File: src/rtl/bus_key_art_responder_if.sv
// Load/store bus between the core (initiator) and the key/art responder (target).
interface bus_key_art_responder_if;
  logic [63:0] bus_address;
  logic [63:0] bus_write_data;
  logic        bus_write_enable;
  logic        bus_read_enable;
  logic [63:0] bus_read_data;

  modport master (
    output bus_address, bus_write_data, bus_write_enable, bus_read_enable,
    input  bus_read_data
  );

  modport slave (
    input  bus_address, bus_write_data, bus_write_enable, bus_read_enable,
    output bus_read_data
  );
endinterface

File: src/rtl/bus_key_art_responder.sv
// Bus target: key receive FIFO with interrupt, art transmit FIFO, status register.
// Define KEY_ECHO_EN to echo every popped key byte into the art FIFO.
`ifndef Key_base
`define Key_base 64'h0000_0000_F000_0000
`endif
`ifndef Art_base
`define Art_base 64'h0000_0000_F000_0100
`endif

module bus_key_art_responder #(
  parameter logic [63:0] KEY_ADDR  = `Key_base,
  parameter logic [63:0] ART_ADDR  = `Art_base,
  parameter logic [63:0] STAT_ADDR = `Key_base + 64'd8,
  parameter int unsigned KEY_DEPTH = 8,
  parameter int unsigned ART_DEPTH = 8,
  parameter logic [3:0]  IRQ_VEC   = 4'd1
) (
  input  logic                           clk,
  input  logic                           reset,
  bus_key_art_responder_if.slave         bus,
  input  logic [7:0]                     key_data,
  input  logic                           key_valid,
  output logic [7:0]                     art_data,
  output logic                           art_valid,
  input  logic                           art_ready,
  output logic [3:0]                     interrupt_vector,
  input  logic                           interrupt_ack
);

  localparam int unsigned KAW = $clog2(KEY_DEPTH);
  localparam int unsigned KCW = KAW + 1;
  localparam int unsigned AAW = $clog2(ART_DEPTH);
  localparam int unsigned ACW = AAW + 1;

  typedef enum logic [1:0] {
    S_IDLE,
    S_KEY_RD,
    S_STAT_RD,
    S_ART_WR
  } acc_state_e;

  acc_state_e r_state;
  acc_state_e w_state_nxt;

  logic [7:0]     r_key_mem [KEY_DEPTH];
  logic [KAW-1:0] r_key_wp;
  logic [KAW-1:0] r_key_rp;
  logic [KCW-1:0] r_key_cnt;
  logic           r_key_ovf;

  logic [7:0]     r_art_mem [ART_DEPTH];
  logic [AAW-1:0] r_art_wp;
  logic [AAW-1:0] r_art_rp;
  logic [ACW-1:0] r_art_cnt;
  logic           r_art_ovf;

  logic           r_irq_armed;

  logic           w_key_hit;
  logic           w_stat_hit;
  logic           w_art_hit;
  logic           w_key_pop_req;
  logic           w_ovf_clr;
  logic           w_art_bus_push;
  logic           w_key_full;
  logic           w_key_empty;
  logic           w_key_pop;
  logic           w_key_push;
  logic           w_key_drop;
  logic [7:0]     w_key_head;
  logic           w_art_full;
  logic           w_art_pop;
  logic           w_art_push_req;
  logic [7:0]     w_art_push_byte;
  logic           w_art_push;
  logic           w_art_drop;
  logic           w_echo_push;
  logic [7:0]     w_echo_byte;
  logic [63:0]    w_rd_data;
  logic           w_unused;

  assign w_key_hit  = (bus.bus_address == KEY_ADDR);
  assign w_stat_hit = (bus.bus_address == STAT_ADDR);
  assign w_art_hit  = (bus.bus_address == ART_ADDR);
  assign w_unused   = ^bus.bus_write_data[63:8];

  // Access tracker: each bus access produces its single effect at start or end.
  always_ff @(posedge clk or negedge reset) begin
    if (!reset) begin
      r_state <= S_IDLE;
    end else begin
      r_state <= w_state_nxt;
    end
  end

  always_comb begin
    w_state_nxt    = S_IDLE;
    w_key_pop_req  = 1'b0;
    w_ovf_clr      = 1'b0;
    w_art_bus_push = 1'b0;
    if (bus.bus_read_enable && w_key_hit) begin
      w_state_nxt = S_KEY_RD;
    end else if (bus.bus_read_enable && w_stat_hit) begin
      w_state_nxt = S_STAT_RD;
    end else if (bus.bus_write_enable && w_art_hit) begin
      w_state_nxt = S_ART_WR;
    end
    w_key_pop_req  = (r_state == S_KEY_RD)  && (w_state_nxt != S_KEY_RD);
    w_ovf_clr      = (r_state == S_STAT_RD) && (w_state_nxt != S_STAT_RD);
    w_art_bus_push = (w_state_nxt == S_ART_WR) && (r_state != S_ART_WR);
  end

  // Key FIFO control: a pop frees a slot for a same-edge push even when full.
  assign w_key_empty = (r_key_cnt == '0);
  assign w_key_full  = (r_key_cnt == KCW'(KEY_DEPTH));
  assign w_key_head  = r_key_mem[r_key_rp];
  assign w_key_pop   = w_key_pop_req && !w_key_empty;
  assign w_key_push  = key_valid && (!w_key_full || w_key_pop);
  assign w_key_drop  = key_valid && w_key_full && !w_key_pop;

  always_ff @(posedge clk) begin
    if (w_key_push) begin
      r_key_mem[r_key_wp] <= key_data;
    end
  end

  always_ff @(posedge clk or negedge reset) begin
    if (!reset) begin
      r_key_wp  <= '0;
      r_key_rp  <= '0;
      r_key_cnt <= '0;
    end else begin
      if (w_key_push) begin
        r_key_wp <= r_key_wp + KAW'(1);
      end
      if (w_key_pop) begin
        r_key_rp <= r_key_rp + KAW'(1);
      end
      if (w_key_push && !w_key_pop) begin
        r_key_cnt <= r_key_cnt + KCW'(1);
      end else if (w_key_pop && !w_key_push) begin
        r_key_cnt <= r_key_cnt - KCW'(1);
      end
    end
  end

`ifdef KEY_ECHO_EN
  logic       r_echo_pend;
  logic [7:0] r_echo_byte;

  // A newer pop overwrites a pending echo; the older byte goes out on the same edge if it can.
  always_ff @(posedge clk or negedge reset) begin
    if (!reset) begin
      r_echo_pend <= 1'b0;
      r_echo_byte <= '0;
    end else if (w_key_pop) begin
      r_echo_pend <= 1'b1;
      r_echo_byte <= w_key_head;
    end else if (w_echo_push) begin
      r_echo_pend <= 1'b0;
    end
  end

  assign w_echo_push = r_echo_pend && !w_art_bus_push;
  assign w_echo_byte = r_echo_byte;
`else
  assign w_echo_push = 1'b0;
  assign w_echo_byte = '0;
`endif

  // Art FIFO: one push source per edge, bus store has priority over the echo.
  assign w_art_full      = (r_art_cnt == ACW'(ART_DEPTH));
  assign w_art_pop       = art_valid && art_ready;
  assign w_art_push_req  = w_art_bus_push || w_echo_push;
  assign w_art_push_byte = w_art_bus_push ? bus.bus_write_data[7:0] : w_echo_byte;
  assign w_art_push      = w_art_push_req && (!w_art_full || w_art_pop);
  assign w_art_drop      = w_art_push_req && w_art_full && !w_art_pop;

  always_ff @(posedge clk) begin
    if (w_art_push) begin
      r_art_mem[r_art_wp] <= w_art_push_byte;
    end
  end

  always_ff @(posedge clk or negedge reset) begin
    if (!reset) begin
      r_art_wp  <= '0;
      r_art_rp  <= '0;
      r_art_cnt <= '0;
    end else begin
      if (w_art_push) begin
        r_art_wp <= r_art_wp + AAW'(1);
      end
      if (w_art_pop) begin
        r_art_rp <= r_art_rp + AAW'(1);
      end
      if (w_art_push && !w_art_pop) begin
        r_art_cnt <= r_art_cnt + ACW'(1);
      end else if (w_art_pop && !w_art_push) begin
        r_art_cnt <= r_art_cnt - ACW'(1);
      end
    end
  end

  // Sticky overflow flags: a new drop beats a status-read clear on the same edge.
  always_ff @(posedge clk or negedge reset) begin
    if (!reset) begin
      r_key_ovf <= 1'b0;
      r_art_ovf <= 1'b0;
    end else begin
      if (w_key_drop) begin
        r_key_ovf <= 1'b1;
      end else if (w_ovf_clr) begin
        r_key_ovf <= 1'b0;
      end
      if (w_art_drop) begin
        r_art_ovf <= 1'b1;
      end else if (w_ovf_clr) begin
        r_art_ovf <= 1'b0;
      end
    end
  end

  // Pop re-arms the interrupt and wins over a coincident acknowledge.
  always_ff @(posedge clk or negedge reset) begin
    if (!reset) begin
      r_irq_armed <= 1'b1;
    end else if (w_key_pop) begin
      r_irq_armed <= 1'b1;
    end else if (interrupt_ack) begin
      r_irq_armed <= 1'b0;
    end
  end

  always_comb begin
    w_rd_data = '0;
    if (bus.bus_read_enable) begin
      if (w_key_hit && !w_key_empty) begin
        w_rd_data = {56'b0, w_key_head};
      end else if (w_stat_hit) begin
        w_rd_data = {32'b0, 8'(r_art_cnt), 8'(r_key_cnt), 14'b0, r_art_ovf, r_key_ovf};
      end
    end
  end

  assign bus.bus_read_data = w_rd_data;
  assign art_valid         = (r_art_cnt != '0);
  assign art_data          = r_art_mem[r_art_rp];
  assign interrupt_vector  = (!w_key_empty && r_irq_armed) ? IRQ_VEC : 4'd0;

endmodule

File: src/flat_wrapper.sv
// flat-port wrapper written by rule: the top's interface ports become plain ports
module bus_key_art_responder_flat 
#(
  parameter logic [63:0] KEY_ADDR  = `Key_base,
  parameter logic [63:0] ART_ADDR  = `Art_base,
  parameter logic [63:0] STAT_ADDR = `Key_base + 64'd8,
  parameter int unsigned KEY_DEPTH = 8,
  parameter int unsigned ART_DEPTH = 8,
  parameter logic [3:0]  IRQ_VEC   = 4'd1
)
  (clk, reset, key_data, key_valid, art_data, art_valid, art_ready, interrupt_vector, interrupt_ack, bus_bus_address, bus_bus_write_data, bus_bus_write_enable, bus_bus_read_enable, bus_bus_read_data);
  bus_key_art_responder_if bus_i ();
  input  logic clk;
  input  logic reset;
  input  logic [7:0] key_data;
  input  logic key_valid;
  output logic [7:0] art_data;
  output logic art_valid;
  input  logic art_ready;
  output logic [3:0] interrupt_vector;
  input  logic interrupt_ack;
  input wire logic [$bits(bus_i.bus_address)-1:0] bus_bus_address;
  input wire logic [$bits(bus_i.bus_write_data)-1:0] bus_bus_write_data;
  input wire logic [$bits(bus_i.bus_write_enable)-1:0] bus_bus_write_enable;
  input wire logic [$bits(bus_i.bus_read_enable)-1:0] bus_bus_read_enable;
  output wire logic [$bits(bus_i.bus_read_data)-1:0] bus_bus_read_data;
  assign bus_i.bus_address = bus_bus_address;
  assign bus_i.bus_write_data = bus_bus_write_data;
  assign bus_i.bus_write_enable = bus_bus_write_enable;
  assign bus_i.bus_read_enable = bus_bus_read_enable;
  assign bus_bus_read_data = bus_i.bus_read_data;
  bus_key_art_responder #(.KEY_ADDR(KEY_ADDR), .ART_ADDR(ART_ADDR), .STAT_ADDR(STAT_ADDR), .KEY_DEPTH(KEY_DEPTH), .ART_DEPTH(ART_DEPTH), .IRQ_VEC(IRQ_VEC)) u_core (.clk(clk), .reset(reset), .bus(bus_i), .key_data(key_data), .key_valid(key_valid), .art_data(art_data), .art_valid(art_valid), .art_ready(art_ready), .interrupt_vector(interrupt_vector), .interrupt_ack(interrupt_ack));
endmodule
File: config.mk
export PLATFORM = sky130hd
export DESIGN_NAME = bus_key_art_responder_flat
export DESIGN_NICKNAME = d
export VERILOG_FILES = /design/src/rtl/bus_key_art_responder_if.sv /design/src/rtl/bus_key_art_responder.sv /design/src/flat_wrapper.sv
export SDC_FILE = /design/constraint.sdc
export NUM_CORES = 1
export LEC_CHECK = 0
export BUFFER_PORTS_ARGS = -buffer_cell sky130_fd_sc_hd__clkbuf_2
export CORE_AREA = 2 2 151 213
export CTS_CLUSTER_SIZE = 20
export DETAILED_ROUTE_END_ITERATION = 12
export DIE_AREA = 0 0 153 215
export PLACE_DENSITY = 0.39
export SYNTH_ARGS = -nofsm -noshare
export SYNTH_HDL_FRONTEND = slang
export SYNTH_SLANG_ARGS = --single-unit
export TNS_END_PERCENT = 5
File: constraint.sdc
create_clock -name clk -period 2.6 [get_ports clk]
set_input_delay 0.26 -clock clk [delete_from_list [all_inputs] [get_ports clk]]
set_output_delay 0.26 -clock clk [all_outputs]
set_load 0.01 [all_outputs]
== Word level (Yosys, flattened, before mapping) ==
Memories as Yosys holds them, arrays and structs flattened.
Index checks and enable logic that the tools add are counted.

* Add/sub/neg operators: 8
* Equal/unequal tests: 11
* Muxes and demuxes: 21
* Reduce and logical (&&, ||, !) cells: 36

{| class="wikitable"
|+ Operator list
! operator !! count
|-
| $eq A64 B32 Y1 const B || 3
|-
| $mux W28 || 3
|-
| $logic_and A1 B1 Y1 || 20
|-
| $mux W4 || 4
|-
| $add A3 B1 Y3 const B || 4
|-
| $mux W1 || 10
|-
| $reduce_bool A2 Y1 || 5
|-
| $add A4 B1 Y4 const B || 2
|-
| $eq A4 B4 Y1 const B || 2
|-
| $mux W8 || 1
|-
| $sub A4 B1 Y4 const B || 2
|-
| $logic_not A1 Y1 || 7
|-
| $mux W2 || 3
|-
| $eq A2 B2 Y1 const B || 2
|-
| $logic_not A4 Y1 || 1
|-
| $ne A2 B2 Y1 const B || 2
|-
| $reduce_bool A4 Y1 || 1
|-
| $eq A2 B1 Y1 const B || 1
|-
| $logic_or A1 B1 Y1 || 2
|-
| $ne A2 B1 Y1 const B || 1
|}

* Bits in registers: 25
* Memory bits (writable): 128
* Input bits: 143
* Output and inout port bits: 77
* Memories: 2

{| class="wikitable"
|+ Memory list
! name !! words !! bits a word !! read ports !! clocked after memory_dff !! write ports !! line !! source
|-
| u_core.r_art_mem || 8 || 8 || 1 || 0 || 1 || bus_key_art_responder.sv:51 || <nowiki>logic [7:0] r_art_mem [ART_DEPTH];</nowiki>
|-
| u_core.r_key_mem || 8 || 8 || 1 || 0 || 1 || bus_key_art_responder.sv:45 || <nowiki>logic [7:0] r_key_mem [KEY_DEPTH];</nowiki>
|}

== Longest topological paths before layout ==
* Depth in word-level cells: 14
* Gate-level depth with buffers: 15
* Gate-level depth less buffers: 13

== Worst setup path before layout ==
No wires, ideal clock.

* Kind: input port to flip-flop
* From: in bus_bus_address[43]
* To: reg u_core.r_key_cnt[3]
* Setup time: 0.125 ns
* Arrival: 2.649 ns
* Data required time: 2.475 ns
* Slack: -0.174 ns
* Stages on the path: 14
* Buffers on the path: 1
* Cells stage by stage: nor4_1 nand4_1 nor3_1 a31o_2 buf_6 inv_1 ha_1 inv_1 ha_1 a21o_1 a21oi_1 xnor2_1 nor2_1 xor2_1

* Word-level cells in the longest chain between the ends: 13
* Elaborated cells between the ends (all ways): 20
* Classes of those cells: 4 x eq/ne; 4 x mux; 12 x reduce/logical

{| class="wikitable"
|+ Ends and longest elaborated chain
! item !! line !! source
|-
| start: declaration || flat_wrapper.sv:22 || <nowiki>input wire logic [$bits(bus_i.bus_address)-1:0] bus_bus_address;</nowiki>
|-
| $eq A64 B32 Y1 || bus_key_art_responder.sv:84 || <nowiki>assign w_art_hit = (bus.bus_address == ART_ADDR);</nowiki>
|-
| $logic_and A1 B1 Y1 || bus_key_art_responder.sv:105 || <nowiki>end else if (bus.bus_write_enable && w_art_hit) begin</nowiki>
|-
| $mux W2 || bus_key_art_responder.sv:105 ||
|-
| $mux W2 || bus_key_art_responder.sv:103 || <nowiki>end else if (bus.bus_read_enable && w_stat_hit) begin</nowiki>
|-
| $mux W2 (*) || bus_key_art_responder.sv:101 || <nowiki>if (bus.bus_read_enable && w_key_hit) begin</nowiki>
|-
| $ne A2 B1 Y1 (*) || bus_key_art_responder.sv:108 || <nowiki>w_key_pop_req = (r_state == S_KEY_RD) && (w_state_nxt != S_KEY_RD);</nowiki>
|-
| $logic_and A1 B1 Y1 (*) || bus_key_art_responder.sv:108 ||
|-
| $logic_and A1 B1 Y1 (*) || bus_key_art_responder.sv:117 || <nowiki>assign w_key_pop = w_key_pop_req && !w_key_empty;</nowiki>
|-
| $logic_or A1 B1 Y1 (*) || bus_key_art_responder.sv:118 || <nowiki>assign w_key_push = key_valid && (!w_key_full || w_key_pop);</nowiki>
|-
| $logic_and A1 B1 Y1 (*) || bus_key_art_responder.sv:118 ||
|-
| via u_core.w_key_push || bus_key_art_responder.sv:68 || <nowiki>logic w_key_push;</nowiki>
|-
| $logic_not A1 Y1 || bus_key_art_responder.sv:141 || <nowiki>end else if (w_key_pop && !w_key_push) begin</nowiki>
|-
| $logic_and A1 B1 Y1 || bus_key_art_responder.sv:141 ||
|-
| $reduce_bool A2 Y1 (no source line) || n/a ||
|-
| end signal: assignment || bus_key_art_responder.sv:140 || <nowiki>r_key_cnt <= r_key_cnt + KCW'(1);</nowiki>
|-
| end signal: assignment || bus_key_art_responder.sv:142 || <nowiki>r_key_cnt <= r_key_cnt - KCW'(1);</nowiki>
|-
| end: declaration || bus_key_art_responder.sv:48 || <nowiki>logic [KCW-1:0] r_key_cnt;</nowiki>
|}

Mark *: on every way through the listed nets, which the timed path passes. The rest lies on a longest branch.
A chain may end at the register's enable or synchronous reset.

== Worst setup path after layout ==
* From: reg u_core.r_key_cnt[1]
* To: reg u_core.r_key_cnt[3]

* Word-level cells in the longest chain between the ends: 8
* Elaborated cells between the ends (all ways): 16
* Classes of those cells: 2 x add/sub; 1 x eq/ne; 2 x mux; 11 x reduce/logical

{| class="wikitable"
|+ Ends and longest elaborated chain
! item
|-
| branches (longest 8 deep; another with $sub A4 B1 Y4)
|}

Parallel ways; which one is timed is not known. The select of a mux whose other input is x is not followed.

==> flow_summary.ini <==
[run_status]
status = completed

[clocking]
root_buffer = clkbuf_16
cts_tree = yes
cts_buffers = 17
cts_max_path_buffers = 2
cts.htree.levels = 4
clkSinkCount = 153
cts_setup_buffers = 0
clock_latency_ns = 0.43
clk_pin_slew_worst_paths_ns = 0.07

[die]
rows = 77
ios = 220
die_x_um = 153
die_h_um = 215
die_area_um2 = 32900
start_util_pct = 22.6
core-area_um2 = 31100

[worst_setup_path]
worstPathMaxFanout = 4
crit_path_top_delay_cell = or4_1
endpoint_kind = flop
required_ns = 2.91
cp-start-kind = flop
cpPeakStageDelay_ns = 0.56
critPathKind = flop to flop
worst-path-buf-inv = 1
worstPathCellList = or4_1, nand2_1, a21o_2, ha_2, inv_2, ha_1, a21o_1, a21oi_2, xnor2_1, nor2_1, xor2_1
crit_family = simple AND/OR/NAND/NOR gates
worstPathArrival_ns = 2.75

[cells_and_area]
design_area_um2 = 8910
final_nets = 765
finish.utilization_pct = 28.6
stdcell_count = 1018
final_layout_size_suffix_gt1_share_pct = 42.4
syn2layout_area_growth_pct = 26.4
nFillCells = 3158
antenna_cells = 0

[sta]
clock_skew_ns = 0.0107
slew_headroom_pct = 52.5
tns_ns = 0
setup_slack_ns = 0.153
tightestPinTransition_ns = 0.713
hold_viol = 0
rsz0062_at_grt = no
fin_crit_sh_pct = 94.1
finalSetupViolCount = 0
post-route-min-period_ns = 2.45
fmax_ghz = 0.409
holdWs_ns = 0.106
slew_viol_final = 0

[global_route]
busiest_layer = met2
track_usage_pct = 10.5
grt_pass1_wl_um = 25600
groute.layer.met1.usage_pct = 11.3
grt_util_met3_pct = 2.14
antenna_found_initial = 0
gr-usage-met2_pct = 19.6
grt_max_degree = 26
overflow = 0
grt_pass1_vias = 4487

[detailed_routing]
via_per_inst = 4.12
detail-route-antenna-nets = 0
routedWlPerCell_um = 16.4
drtIter0Drc = 134
drcViolationCount = 0
finalWirelength_um = 16700
first_pass_iters = 4
vias = 4192

[job]
cap_violations = 0

[pwr]
p_total_mw = 6.21
power_density_nw_per_um2 = 697
power.leakage_nw = 3.25
peakVddDrop_uv = 457

[synthesis]
synthArstFlopShare_pct = 16.3
ys_seq_area_share_pct = 63.5
synth_seq_cells = 153
yosys_warnings = 0
synth_top_area_cell = edfxtp_1
syn_inst = 444
synth_edf_count = 128
synth_area_um2 = 7050
synth_area_leaders = edfxtp_1 55%, mux4_2 10%, dfrtp_1 8.5%, buf_4 5.5%, mux2_2 2.2%
synth_area_per_cell_um2 = 15.9
synth.most_common_cell = edfxtp_1
yosysTopAreaCellShare_pct = 54.6
yosysUniqueCellTypes = 50
synth-main-ff-cell = edfxtp_1
synthTopCellsByCount = 128 x edfxtp_1, 52 x buf_4, 32 x mux4_2

[min_path]
hp-class = input pin to flop

[placed_design]
place_congestion = 0.758
port_buffers = 112
place_ws_ns = -0.201
place_hpwl_um = 12000
placed_area_um2 = 8310
place_inst = 984
==> cells by family (layout without fill, tap and decap cells) <==
family | Yosys count | after routing | synth area share, %
buffers and inverters | 78 | 207 | 7.23
xor gates and xnor gates | 15 | 15 | 1.86
other | 1 | 51 | 0.0532
DFF | 153 | 153 | 63.5
and+or+nand+nor | 110 | 110 | 9.43
adders and majority gates | 12 | 12 | 2.34
AOI/OAI and AO/OA | 21 | 21 | 2.02
muxes | 54 | 54 | 13.6
==> cell type report <==
class                   instances  area, um^2  area share, %
flip-flops and latches        153        4470           50.2
clock inverters                15         143           1.60
clock buffers                  17         425           4.78
repair buffers                165        1000           11.3
well taps                     395         494           5.55
inverters                      10        37.5          0.421
multi-input cells             263        2330           26.2
==> metal layers <==
metal | vias to the layer above | share of wire (%)
met5 | - | 0
met4 | 0 | 1.6
met3 | 18 | 4.3
met2 | 127 | 55
met1 | 2099 | 39
li1 | 1948 | -
==> placed cells by master (no fill, tap or decap), types with 9 or more instances in the layout <==
cell type / instances
clkbuf_2: 112
nand2_1: 14
nor2_1: 11
buf_4: 47
nor3_1: 12
edfxtp_1: 128
nor4_1: 13
conb_1: 51
and3_1: 9
xnor2_1: 12
dfrtp_1: 23
clkbuf_16: 17
mux4_2: 32
mux2_2: 14
==> report_power, final <==
part / internal [mW] / switching, mW
Combinational: 0.383 / 0.430
Clock: 1.34 / 1.07
Sequential: 2.86 / 0.126
Total: 4.59 / 1.63
==> repair_timing <==
item / CTS / global route
setup endpoints to repair: 0 / 6
hold buffers: 2 / 0
hold endpoints to repair: 25 / 0
resized for setup: 0 / 3
==> sequential cells by signal, indices dropped and copies added, names as in the netlist, 2 cells and up <==
signal	count
u_core.r_art_cnt	4
u_core.r_art_mem	64
u_core.r_art_rp	3
u_core.r_art_wp	3
u_core.r_key_cnt	4
u_core.r_key_mem	64
u_core.r_key_rp	3
u_core.r_key_wp	3
u_core.r_state	2
==> worst paths after layout <==
path	cells past startpoint	to	start	slack, ns
worst max-delay path	11	u_core.r_key_cnt[3]$_DFFE_PN0P_	u_core.r_key_cnt[1]$_DFFE_PN0P_	0.15
worst max register to register	11	u_core.r_key_cnt[3]$_DFFE_PN0P_	u_core.r_key_cnt[1]$_DFFE_PN0P_	0.15
worst min register to register	2	u_core.r_irq_armed$_DFFE_PN1P_	u_core.r_irq_armed$_DFFE_PN1P_	0.49
worst min-delay path	1	u_core.r_key_mem[3][5]$_DFFE_PP_	key_data[5]	0.11
min in group asynchronous	2	u_core.r_art_cnt[3]$_DFFE_PN0P_	reset	0.42
max in group asynchronous	2	u_core.r_key_cnt[1]$_DFFE_PN0P_	reset	1.68
==> worst register-to-register path, delay by kind of cell (launching register included) <==
| kind | cells | cell delay, ns |
|---|---|---|
| buffers and inverters | 1 | 0.04 |
| and+or+nand+nor | 3 | 0.72 |
| AOI/OAI and AO/OA | 3 | 0.44 |
| xor gates and xnor gates | 2 | 0.26 |
| adders and majority gates | 2 | 0.43 |
| DFF | 1 | 0.44 |
No activity file was read; power rests on OpenSTA's default activity.
